$ cat src/rtl/hazard_scoreboard.sv
// Pipeline hazard scoreboard: tracks in-flight destinations after ID and decides
// stall vs. forwarding for the instruction currently in ID.
module hazard_scoreboard #(
  parameter int DATA_W = 32,
  parameter int ADDR_W = 4,
  parameter int STAGES = 3
) (
  input  logic                     clk,
  input  logic                     rst,
  input  logic                     id_valid,
  input  logic [ADDR_W-1:0]        id_src1,
  input  logic [ADDR_W-1:0]        id_src2,
  input  logic                     id_two_src,
  input  logic                     id_wb_en,
  input  logic                     id_mem_r_en,
  input  logic [ADDR_W-1:0]        id_dest,
  input  logic [DATA_W-1:0]        id_val1,
  input  logic [DATA_W-1:0]        id_val2,
  input  logic                     flush,
  input  logic                     fwd_en,
  input  logic [STAGES*DATA_W-1:0] stage_result,
  output logic                     stall,
  output logic [3:0]               fwd_sel1,
  output logic [3:0]               fwd_sel2,
  output logic [DATA_W-1:0]        op_val1,
  output logic [DATA_W-1:0]        op_val2,
  output logic [31:0]              stall_cnt,
  output logic [31:0]              fwd_cnt
);

  typedef struct packed {
    logic              valid;
    logic              wbEn;
    logic              memR;
    logic [ADDR_W-1:0] dest;
  } entry_t;

  entry_t      entry_q [STAGES];
  entry_t      entry_d [STAGES];
  logic [31:0] stallCnt_q, stallCnt_d;
  logic [31:0] fwdCnt_q, fwdCnt_d;
  logic [STAGES-1:0] match1, match2;
  logic        admit;

  always_comb begin
    match1 = '0;
    match2 = '0;
    for (int k = 0; k < STAGES; k++) begin
      match1[k] = id_valid && entry_q[k].valid && entry_q[k].wbEn &&
                  (entry_q[k].dest == id_src1);
      match2[k] = id_valid && id_two_src && entry_q[k].valid && entry_q[k].wbEn &&
                  (entry_q[k].dest == id_src2);
    end
  end

  // The WB entry never stalls in stall-only mode: the register file writes through.
  always_comb begin
    stall = 1'b0;
    if (fwd_en) begin
      stall = (match1[0] || match2[0]) && entry_q[0].memR;
    end else begin
      stall = |(match1[STAGES-2:0] | match2[STAGES-2:0]);
    end
  end

  // Scanning oldest to youngest lets the youngest match overwrite older ones.
  always_comb begin
    fwd_sel1 = '0;
    fwd_sel2 = '0;
    op_val1  = id_val1;
    op_val2  = id_val2;
    if (fwd_en && !stall) begin
      for (int k = STAGES - 1; k >= 0; k--) begin
        if (match1[k]) begin
          fwd_sel1 = 4'(k + 1);
          op_val1  = stage_result[k*DATA_W +: DATA_W];
        end
        if (match2[k]) begin
          fwd_sel2 = 4'(k + 1);
          op_val2  = stage_result[k*DATA_W +: DATA_W];
        end
      end
    end
  end

  always_comb begin
    admit = !stall && !flush;
    for (int k = 1; k < STAGES; k++) begin
      entry_d[k] = entry_q[k-1];
    end
    entry_d[0] = '0;
    if (admit) begin
      entry_d[0] = '{valid: id_valid, wbEn: id_wb_en, memR: id_mem_r_en, dest: id_dest};
    end

    stallCnt_d = stallCnt_q;
    if (stall && !flush && (stallCnt_q != 32'hFFFF_FFFF)) begin
      stallCnt_d = stallCnt_q + 32'd1;
    end
    fwdCnt_d = fwdCnt_q;
    if (admit && ((fwd_sel1 != 4'd0) || (fwd_sel2 != 4'd0)) && (fwdCnt_q != 32'hFFFF_FFFF)) begin
      fwdCnt_d = fwdCnt_q + 32'd1;
    end
  end

  always_ff @(posedge clk) begin
    if (!rst) begin
      for (int k = 0; k < STAGES; k++) begin
        entry_q[k] <= '0;
      end
      stallCnt_q <= '0;
      fwdCnt_q   <= '0;
    end else begin
      for (int k = 0; k < STAGES; k++) begin
        entry_q[k] <= entry_d[k];
      end
      stallCnt_q <= stallCnt_d;
      fwdCnt_q   <= fwdCnt_d;
    end
  end

  assign stall_cnt = stallCnt_q;
  assign fwd_cnt   = fwdCnt_q;

endmodule

$ cat config.mk
export PLATFORM = sky130hd
export DESIGN_NAME = hazard_scoreboard
export DESIGN_NICKNAME = d
export VERILOG_FILES = /design/src/rtl/hazard_scoreboard.sv
export SDC_FILE = /design/constraint.sdc
export NUM_CORES = 1
export LEC_CHECK = 0
export BUFFER_PORTS_ARGS = -buffer_cell sky130_fd_sc_hd__buf_2
export CAP_MARGIN = 20
export CORE_AREA = 3 3 123 125
export CTS_CLUSTER_DIAMETER = 60
export CTS_CLUSTER_SIZE = 14
export DETAILED_ROUTE_END_ITERATION = 10
export DIE_AREA = 0 0 126 128
export PLACE_DENSITY = 0.75
export SYNTH_ARGS = -nofsm -noshare
export SYNTH_HDL_FRONTEND = slang
export SYNTH_SLANG_ARGS = --single-unit
$ cat constraint.sdc
create_clock -name clk -period 7 [get_ports clk]
set_clock_uncertainty 0.15 [all_clocks]
set_input_delay 1.75 -clock clk [delete_from_list [all_inputs] [get_ports clk]]
set_output_delay 1.75 -clock clk [all_outputs]
set_load 0.01 [all_outputs]
==> After elaboration in Yosys (flattened, before gate mapping) <==
Memories as Yosys holds them, arrays and structs flattened.
Index checks and enable logic that the tools add are counted.
{ "totals": {"ff_bits": 64, "ramBits": 21, "in_bits": 180, "wordCells": 73, "memories": 1} }
{ "mem_list": {"columns": ["name", "depth", "width", "read_ports", "rd_ports_with_merged_regs", "wr", "line_no", "rtl"], "rows": [
  ["entry_q", 3, 7, 3, 0, 3, "38", "entry_t entry_q [STAGES];"]
]} }
{ "classes": {"addsub": 2, "n_eq_ne": 8, "mux": 23, "bitwise_logic": 4, "n_reduce_logical": 33} }
{ "op_table": {"columns": ["operator", "count"], "rows": [
  ["2-to-1 mux 32 bit", 8],
  ["adder 32 x 1 -> 32 bit (second input constant)", 2],
  ["!= test 32 bit (second input constant)", 2],
  ["2-to-1 mux 7 bit", 4],
  ["logical AND 1 bit", 26],
  ["== test 4 bit", 6],
  ["2-to-1 mux 4 bit", 6],
  ["nonzero test 4 bit", 2],
  ["2-to-1 mux 2 bit", 2],
  ["2-to-1 mux 1 bit", 3],
  ["OR 1 bit", 3],
  ["logical NOT 1 bit", 2],
  ["logical OR 1 bit", 2],
  ["OR 2 bit", 1],
  ["OR reduction 2 bit", 1]
]} }

==> Depth between registers and ports, before layout <==
Gate-level depths: netlist of run 1.
{ "depth": {"word_depth": 14, "ltp_mapped": 11, "ltp_nobuf": 9} }

==> Worst setup path after synthesis of run 1 <==
No wires, ideal clock.
{ "synth_path": {"path_type": "input to output", "startpoint": "input port id_src1[2]", "endpoint": "output port op_val1[1]", "arrival_time_ps": 3339, "t_required_ps": 5100, "setup_slack_ps": 1761, "path_stages": 9, "path_buffers": 2, "cell_sequence": "xor2_1 > nor4_1 > nor2b_1 > buf_2 > clkbuf_1 > a22oi_1 > nor2_1 > a21oi_1 > o21ai_0"} }
{ "synth_via": {"elab_chain_cells": 8, "elab_cells_between_ends": 17, "classes_between": "eq/ne (3); mux (5); bitwise (1); reduce/logical (8)"} }
{ "synth_lines": {"columns": ["element", "line_no", "rtl"], "rows": [
  ["from (decl)", "11", "input logic [ADDR_W-1:0] id_src1,"],
  ["== test 4 bit", "50", "(entry_q[k].dest == id_src1);"],
  ["logical AND 1 bit", "49", "match1[k] = id_valid && entry_q[k].valid && entry_q[k].wbEn &&"],
  ["OR 2 bit or logical OR 1 bit (tied branches)", "62, 60", null],
  ["OR reduction 2 bit or logical AND 1 bit (tied branches)", "62, 60", null],
  ["2-to-1 mux 1 bit", "59", "if (fwd_en) begin"],
  ["logical NOT 1 bit", "72", "if (fwd_en && !stall) begin"],
  ["logical AND 1 bit", "72", null],
  ["2-to-1 mux 32 bit (*)", "72", null],
  ["to (decl)", "25", "output logic [DATA_W-1:0] op_val1,"]
]} }
Mark *: on every way between the ends. The rest lies on a longest branch, timed or not.

==> Worst setup path after layout of run 1 <==
{ "layout_path": {"startpoint": "input port id_src2[2]", "endpoint": "output port op_val2[16]"} }
{ "layout_via": {"elab_chain_cells": 8, "elab_cells_between_ends": 17, "classes_between": "eq/ne (3); mux (5); bitwise (1); reduce/logical (8)"} }
{ "layout_lines": {"columns": ["element", "line_no", "rtl"], "rows": [
  ["from (decl)", "12", "input logic [ADDR_W-1:0] id_src2,"],
  ["== test 4 bit", "52", "(entry_q[k].dest == id_src2);"],
  ["logical AND 1 bit", "51", "match2[k] = id_valid && id_two_src && entry_q[k].valid && entry_q[k].wbEn &&"],
  ["OR 2 bit or logical OR 1 bit (tied branches)", "62, 60", null],
  ["OR reduction 2 bit or logical AND 1 bit (tied branches)", "62, 60", null],
  ["2-to-1 mux 1 bit", "59", null],
  ["logical NOT 1 bit", "72", null],
  ["logical AND 1 bit", "72", null],
  ["2-to-1 mux 32 bit (*)", "72", null],
  ["to (decl)", "26", "output logic [DATA_W-1:0] op_val2,"]
]} }
Marks and branches as above.

==> results of run 1 <==
[final cells by class]
type	count	share of cell area
Multi-Input combinational cell	662	0.502
Timing Repair Buffer	327	0.213
Sequential cell	83	0.210
Clock buffer	9	0.0284
Tap cell	180	0.0284
Clock inverter	7	0.0153
Inverter	6	0.00284
Antenna cell	2	0.000632
[through the flow]
stage               std cells  hold WS [ns]
floorplan                 822         0.271
global placement         1257         0.299
detailed placement       1257         0.305
CTS                      1273         0.317
global route             1275         0.341
finish                   1276         0.315
[routing by layer]
metal / global-route usage / vias to the layer above / share of wire
li1: - / 3546 / -
met1: 0.321 / 3343 / 0.40
met2: 0.421 / 298 / 0.46
met3: 0.102 / 67 / 0.093
met4: 0.100 / 18 / 0.036
met5: 0 / - / 0.0055
[power breakdown]
group	internal [mW]	total, mW	switching [mW]
registers	0.475	0.478	0.00276
clock network	0.351	0.546	0.195
logic	0.0655	0.142	0.0769
total	0.892	1.17	0.275
[worst max-delay path, cell delays in order]
cell and delay (ns):
buf_2 0.13, xor2_1 0.26, nor3_4 0.08, buf_4 0.25
nor2b_2 0.39, buf_4 0.29, a221o_1 0.16, o21ai_0 0.09
o21ai_0 0.36, buf_2 0.22
[final timing paths]
| check | start | to | slack, ns |
|---|---|---|---|
| worst max-delay path | id_src2[2] | op_val2[16] | 1.11 |
| worst min-delay path | entry_q[0][13] | entry_q[0][20] | 0.32 |
| worst min register to register | entry_q[0][13] | entry_q[0][20] | 0.32 |
| worst max register to register | entry_q[0][2] | fwd_cnt[20] | 3.59 |
[cells in the final DEF, fill, tap and decap left out, types with 23 or more instances in the layout]
cell type | synthesis | layout
nor2_1 | 77 | 75
nand3_1 | 27 | 27
buf_2 | 9 | 312
xor2_1 | 28 | 28
a21oi_1 | 57 | 57
and3_1 | 24 | 24
a22oi_1 | 31 | 31
nand4_1 | 23 | 23
dfxtp_1 | 83 | 83
o21ai_0 | 105 | 105
a221o_1 | 32 | 32
nand2_1 | 92 | 91
xnor2_1 | 23 | 23
[sequential cells by signal (all words and copies together) (netlist names)]
signal,cells
entry_q,19
fwd_cnt,32
stall_cnt,32
[cell families after synthesis]
logic type,synth area share
AND/OR/NAND/NOR,0.290
AO/OA/AOI/OAI,0.280
flip-flops,0.281
buffers and inverters,0.0546
XOR/XNOR,0.0756
multiplexers,0.0136
adder cells (fa/ha/maj),0.00423
other,0.000635
==> flow_metrics.py, run 1 <==
metrics = {
    "run_status": {
        "status": "completed",
    },
    "floorplanning": {
        "start_util": 0.422,
        "fp.dieW_um": 126,
        "die_h_um": 128,
        "rows": 43,
        "die_area_mm2": 0.0161,
        "core-area_mm2": 0.0140,
        "io_pins": 317,
    },
    "job": {
        "drv_cap": 0,
    },
    "cts": {
        "cts-root-buf": "clkbuf_16",
        "cts.repair.resized": 0,
        "h-tree-depth": 3,
        "cts.reportedPaths.clkPinSlew_ns": 0.06,
        "postCtsSetupBuffers": 0,
        "cts_tree": "built",
        "cts_sinks": 83,
        "clk_latency_ns": 0.34,
        "cts_hold_buf": 0,
        "clockBufferDepth": 2,
        "numCtsBuffers": 9,
    },
    "yosys": {
        "synth_commonest_cells": "o21ai_0 (105), nand2_1 (92), dfxtp_1 (83)",
        "ys_seq_area_frac": 0.281,
        "synth_most_common_cell": "o21ai_0",
        "syn_area_per_cell_um2": 7.22,
        "synthArstFlopShare": 0,
        "yosys_warnings": 0,
        "ys_seq_elements": 83,
        "netlist_area_mm2": 0.00591,
        "synthCells": 819,
        "synth_top_area_frac": 0.281,
        "synthTopCellsByArea": "dfxtp_1 (28%), o21ai_0 (8.9%), nand2_1 (5.8%)",
        "synthFlopType": "dfxtp_1",
        "ys_types": 53,
        "synth_edf_count": 0,
        "synth_area_leader_cell": "dfxtp_1",
    },
    "timing": {
        "fmax_mhz": 170,
        "rsz0062_at_grt": "no",
        "fin_ws_ns": 1.11,
        "hold_viol": 0,
        "timing_max_transition_violations_final": 0,
        "final.setup.tns_ns": 0,
        "min_period_over_period": 0.842,
        "max_slew_margin": 0.359,
        "period_minus_slack_ns": 5.89,
        "worstMarginPinSlew_ns": 0.961,
        "setup_viol": 0,
    },
    "power": {
        "design_power_total_mw": 1.17,
        "ir_drop_uv": 164,
        "p_leak_nw": 3.58,
        "power_density_mw_per_mm2": 147,
    },
    "global_routing": {
        "grt_max_degree": 56,
        "antenna_found_initial": 11,
        "first_global_vias": 6534,
        "grt.overflow.total": 0,
        "grtUsageTotal": 0.263,
        "grt_pass1_wl_mm": 34.5,
    },
    "final_layout": {
        "fillCellCount": 1362,
        "regArea_mm2": 0.00166,
        "postLayoutCoreUtil": 0.566,
        "fin_area_mm2": 0.00792,
        "final_nets": 1271,
        "drive_gt1_frac": 0.333,
        "area_delta_synth_final_pct": 34.0,
        "multi_input_area_mm2": 0.00397,
    },
    "worst_setup_path": {
        "crit_fanout": 35,
        "ff2ff_path_depth": 10,
        "startpoint_type": "input port",
        "crit_path_end_kind": "output pin",
        "critPathKind": "input port to output pin",
        "required_ns": 5.10,
        "arrival_ns": 3.99,
    },
    "detailed_routing": {
        "routedWlPerCell_um": 18.0,
        "postRouteAntennaNets": 0,
        "viasPerCell": 5.70,
        "first_pass_iters": 5,
        "wirelength_mm": 22.9,
        "drtIter0Drc": 434,
        "vias": 7272,
        "drc": 0,
    },
    "place": {
        "post-dp-hpwl_mm": 17.9,
        "dp_slack_ns": 1.07,
        "place_congestion": 0.896,
        "place_area_mm2": 0.00756,
        "portBuffers": 312,
    },
    "min_path": {
        "worst_hold_path.num_cells": 1,
        "hp-class": "flip-flop to flip-flop",
    },
}
Power figures use the tool's default switching activity.
==> inputs of run 2 (changes only) <==
--- a/config.mk
+++ b/config.mk
@@ -7,12 +7,12 @@
 export LEC_CHECK = 0
 export BUFFER_PORTS_ARGS = -buffer_cell sky130_fd_sc_hd__buf_2
 export CAP_MARGIN = 20
-export CORE_AREA = 3 3 123 125
+export CORE_AREA = 3 3 121 123
 export CTS_CLUSTER_DIAMETER = 60
 export CTS_CLUSTER_SIZE = 14
 export DETAILED_ROUTE_END_ITERATION = 10
-export DIE_AREA = 0 0 126 128
-export PLACE_DENSITY = 0.75
+export DIE_AREA = 0 0 124 126
+export PLACE_DENSITY = 0.77
 export SYNTH_ARGS = -nofsm -noshare
 export SYNTH_HDL_FRONTEND = slang
 export SYNTH_SLANG_ARGS = --single-unit
==> constraint.sdc (replaced) <==
create_clock -name clk -period 5.6 [get_ports clk]
set_clock_uncertainty 0.15 [all_clocks]
set_input_delay 1.4 -clock clk [delete_from_list [all_inputs] [get_ports clk]]
set_output_delay 1.4 -clock clk [all_outputs]
set_load 0.01 [all_outputs]
==> run 2 against run 1 <==
Effect of this change: flip-flop and latch count unchanged; register-to-register slack worse by 1.5 ns; largest cell class unchanged; non-clock buffer count unchanged; die area down 3.1%; utilization rose by 0.62 points; sequential share of layout area grew 0.097 points; worst setup slack worse by 0.82 ns; cell count increased by 0.31%; via count increased by 1.7%.
==> flow_metrics.py, run 2 (synthesis gave the netlist of run 1 again) <==
metrics = {
    "worst_setup_path": {
        "critPathKind": "input port to output pin",
        "startpoint_type": "input port",
        "crit_fanout": 34,
        "crit_start": "id_src2[2]",
        "arrival_ns": 3.76,
        "crit_path_end_kind": "output pin",
        "required_ns": 4.05,
        "reg2reg_from": "entry_q[0][1]",
    },
    "cts": {
        "postCtsSetupBuffers": 0,
        "h-tree-depth": 3,
        "cts_tree": "built",
        "cts.repair.resized": 0,
        "cts_sinks": 83,
        "cts_hold_buf": 0,
        "cts.reportedPaths.clkPinSlew_ns": 0.06,
        "clockBufferDepth": 2,
        "clk_latency_ns": 0.34,
        "numCtsBuffers": 9,
        "cts-root-buf": "clkbuf_16",
    },
    "floorplanning": {
        "core-area_mm2": 0.0138,
        "die_area_mm2": 0.0156,
        "rows": 43,
        "die_h_um": 126,
        "io_pins": 317,
        "start_util": 0.429,
        "fp.dieW_um": 124,
    },
    "power": {
        "p_leak_nw": 3.55,
        "ir_drop_uv": 170,
        "design_power_total_mw": 1.34,
        "power_density_mw_per_mm2": 171,
    },
    "job": {
        "drv_cap": 0,
    },
    "detailed_routing": {
        "viasPerCell": 5.78,
        "first_pass_iters": 6,
        "drtIter0Drc": 686,
        "wirelength_mm": 23.1,
        "postRouteAntennaNets": 0,
        "drc": 0,
        "routedWlPerCell_um": 18.0,
        "vias": 7394,
    },
    "final_layout": {
        "instances_no_fill": 1280,
        "postLayoutCoreUtil": 0.572,
        "fillCellCount": 1335,
        "drive_gt1_frac": 0.334,
        "final_nets": 1271,
        "final_common_cell": "buf_2",
        "fin_area_mm2": 0.00788,
        "final_cell_mix": "buf_2 (312), o21ai_0 (105), nand2_1 (91)",
        "area_delta_synth_final_pct": 33.4,
    },
    "global_routing": {
        "first_global_vias": 6451,
        "grt_pass1_wl_mm": 34.4,
        "grtUsageTotal": 0.276,
        "antenna_found_initial": 8,
        "grt.overflow.total": 0,
        "grt_max_degree": 54,
    },
    "place": {
        "place_area_mm2": 0.00758,
        "place_congestion": 0.946,
        "post-dp-hpwl_mm": 17.7,
        "dp_cells": 1258,
        "dp_slack_ns": 0.379,
        "portBuffers": 312,
    },
    "min_path": {
        "holdCritStartpoint": "entry_q[0][5]",
        "hp-class": "flip-flop to flip-flop",
    },
    "timing": {
        "final.setup.tns_ns": 0,
        "timing_max_transition_violations_final": 0,
        "setup_viol": 0,
        "worstMarginPinSlew_ns": 0.986,
        "max_slew_margin": 0.334,
        "whs_ns": 0.295,
        "rsz0062_at_grt": "no",
        "hold_viol": 0,
        "fin_ws_ns": 0.285,
        "period_minus_slack_ns": 5.31,
        "min_period_over_period": 0.949,
        "fmax_mhz": 188,
    },
    "run_status": {
        "status": "completed",
    },
}
## run 2: cell count changes in the layout (fill, tap and decap cells not counted), sizes merged
cell      change
bufinv        -3
diode         +4
clkinv        +1
clkinvlp      +1
buf           +1
## run 2: per-layer routing
metal,vias up,part of all wire,global-route usage
met1,3438,0.40,0.359
met3,59,0.087,0.0593
met2,344,0.48,0.450
li1,3547,-,-
met5,-,0.0018,0
met4,6,0.030,0.0979
## run 2: cell type report
cell class	count	area [um^2]	share of cell area
clock inverters	6	47.5	0.00603
flip-flops and latches	83	1660	0.211
clock buffers	10	239	0.0303
inverters	6	22.5	0.00286
diodes	6	15.0	0.00191
well taps	180	225	0.0286
repair buffers	327	1690	0.214
multi-input cells	662	3980	0.505
## run 2: worst paths after layout
check | to | slack [ns] | cells after the start
min | entry_q[0][12] | 0.29 | 1
min reg2reg | entry_q[0][12] | 0.29 | 1
max reg2reg | fwd_cnt[15] | 2.09 | 10
max | op_val2[18] | 0.29 | 9
## run 2: worst max-delay path, stage by stage
cell     delay, ns
buf_2         0.12
xnor2_1       0.15
nand4_1       0.11
nor3_1        0.24
nor2b_4       0.77
a221o_1       0.26
o21ai_0       0.07
o21ai_0       0.41
buf_2         0.23
## run 2: power by group
group          total, mW  internal (mW)  switching, mW
registers          0.598          0.594        0.00354
clock network      0.565          0.316          0.249
logic              0.181         0.0825         0.0984
total               1.34          0.993          0.351
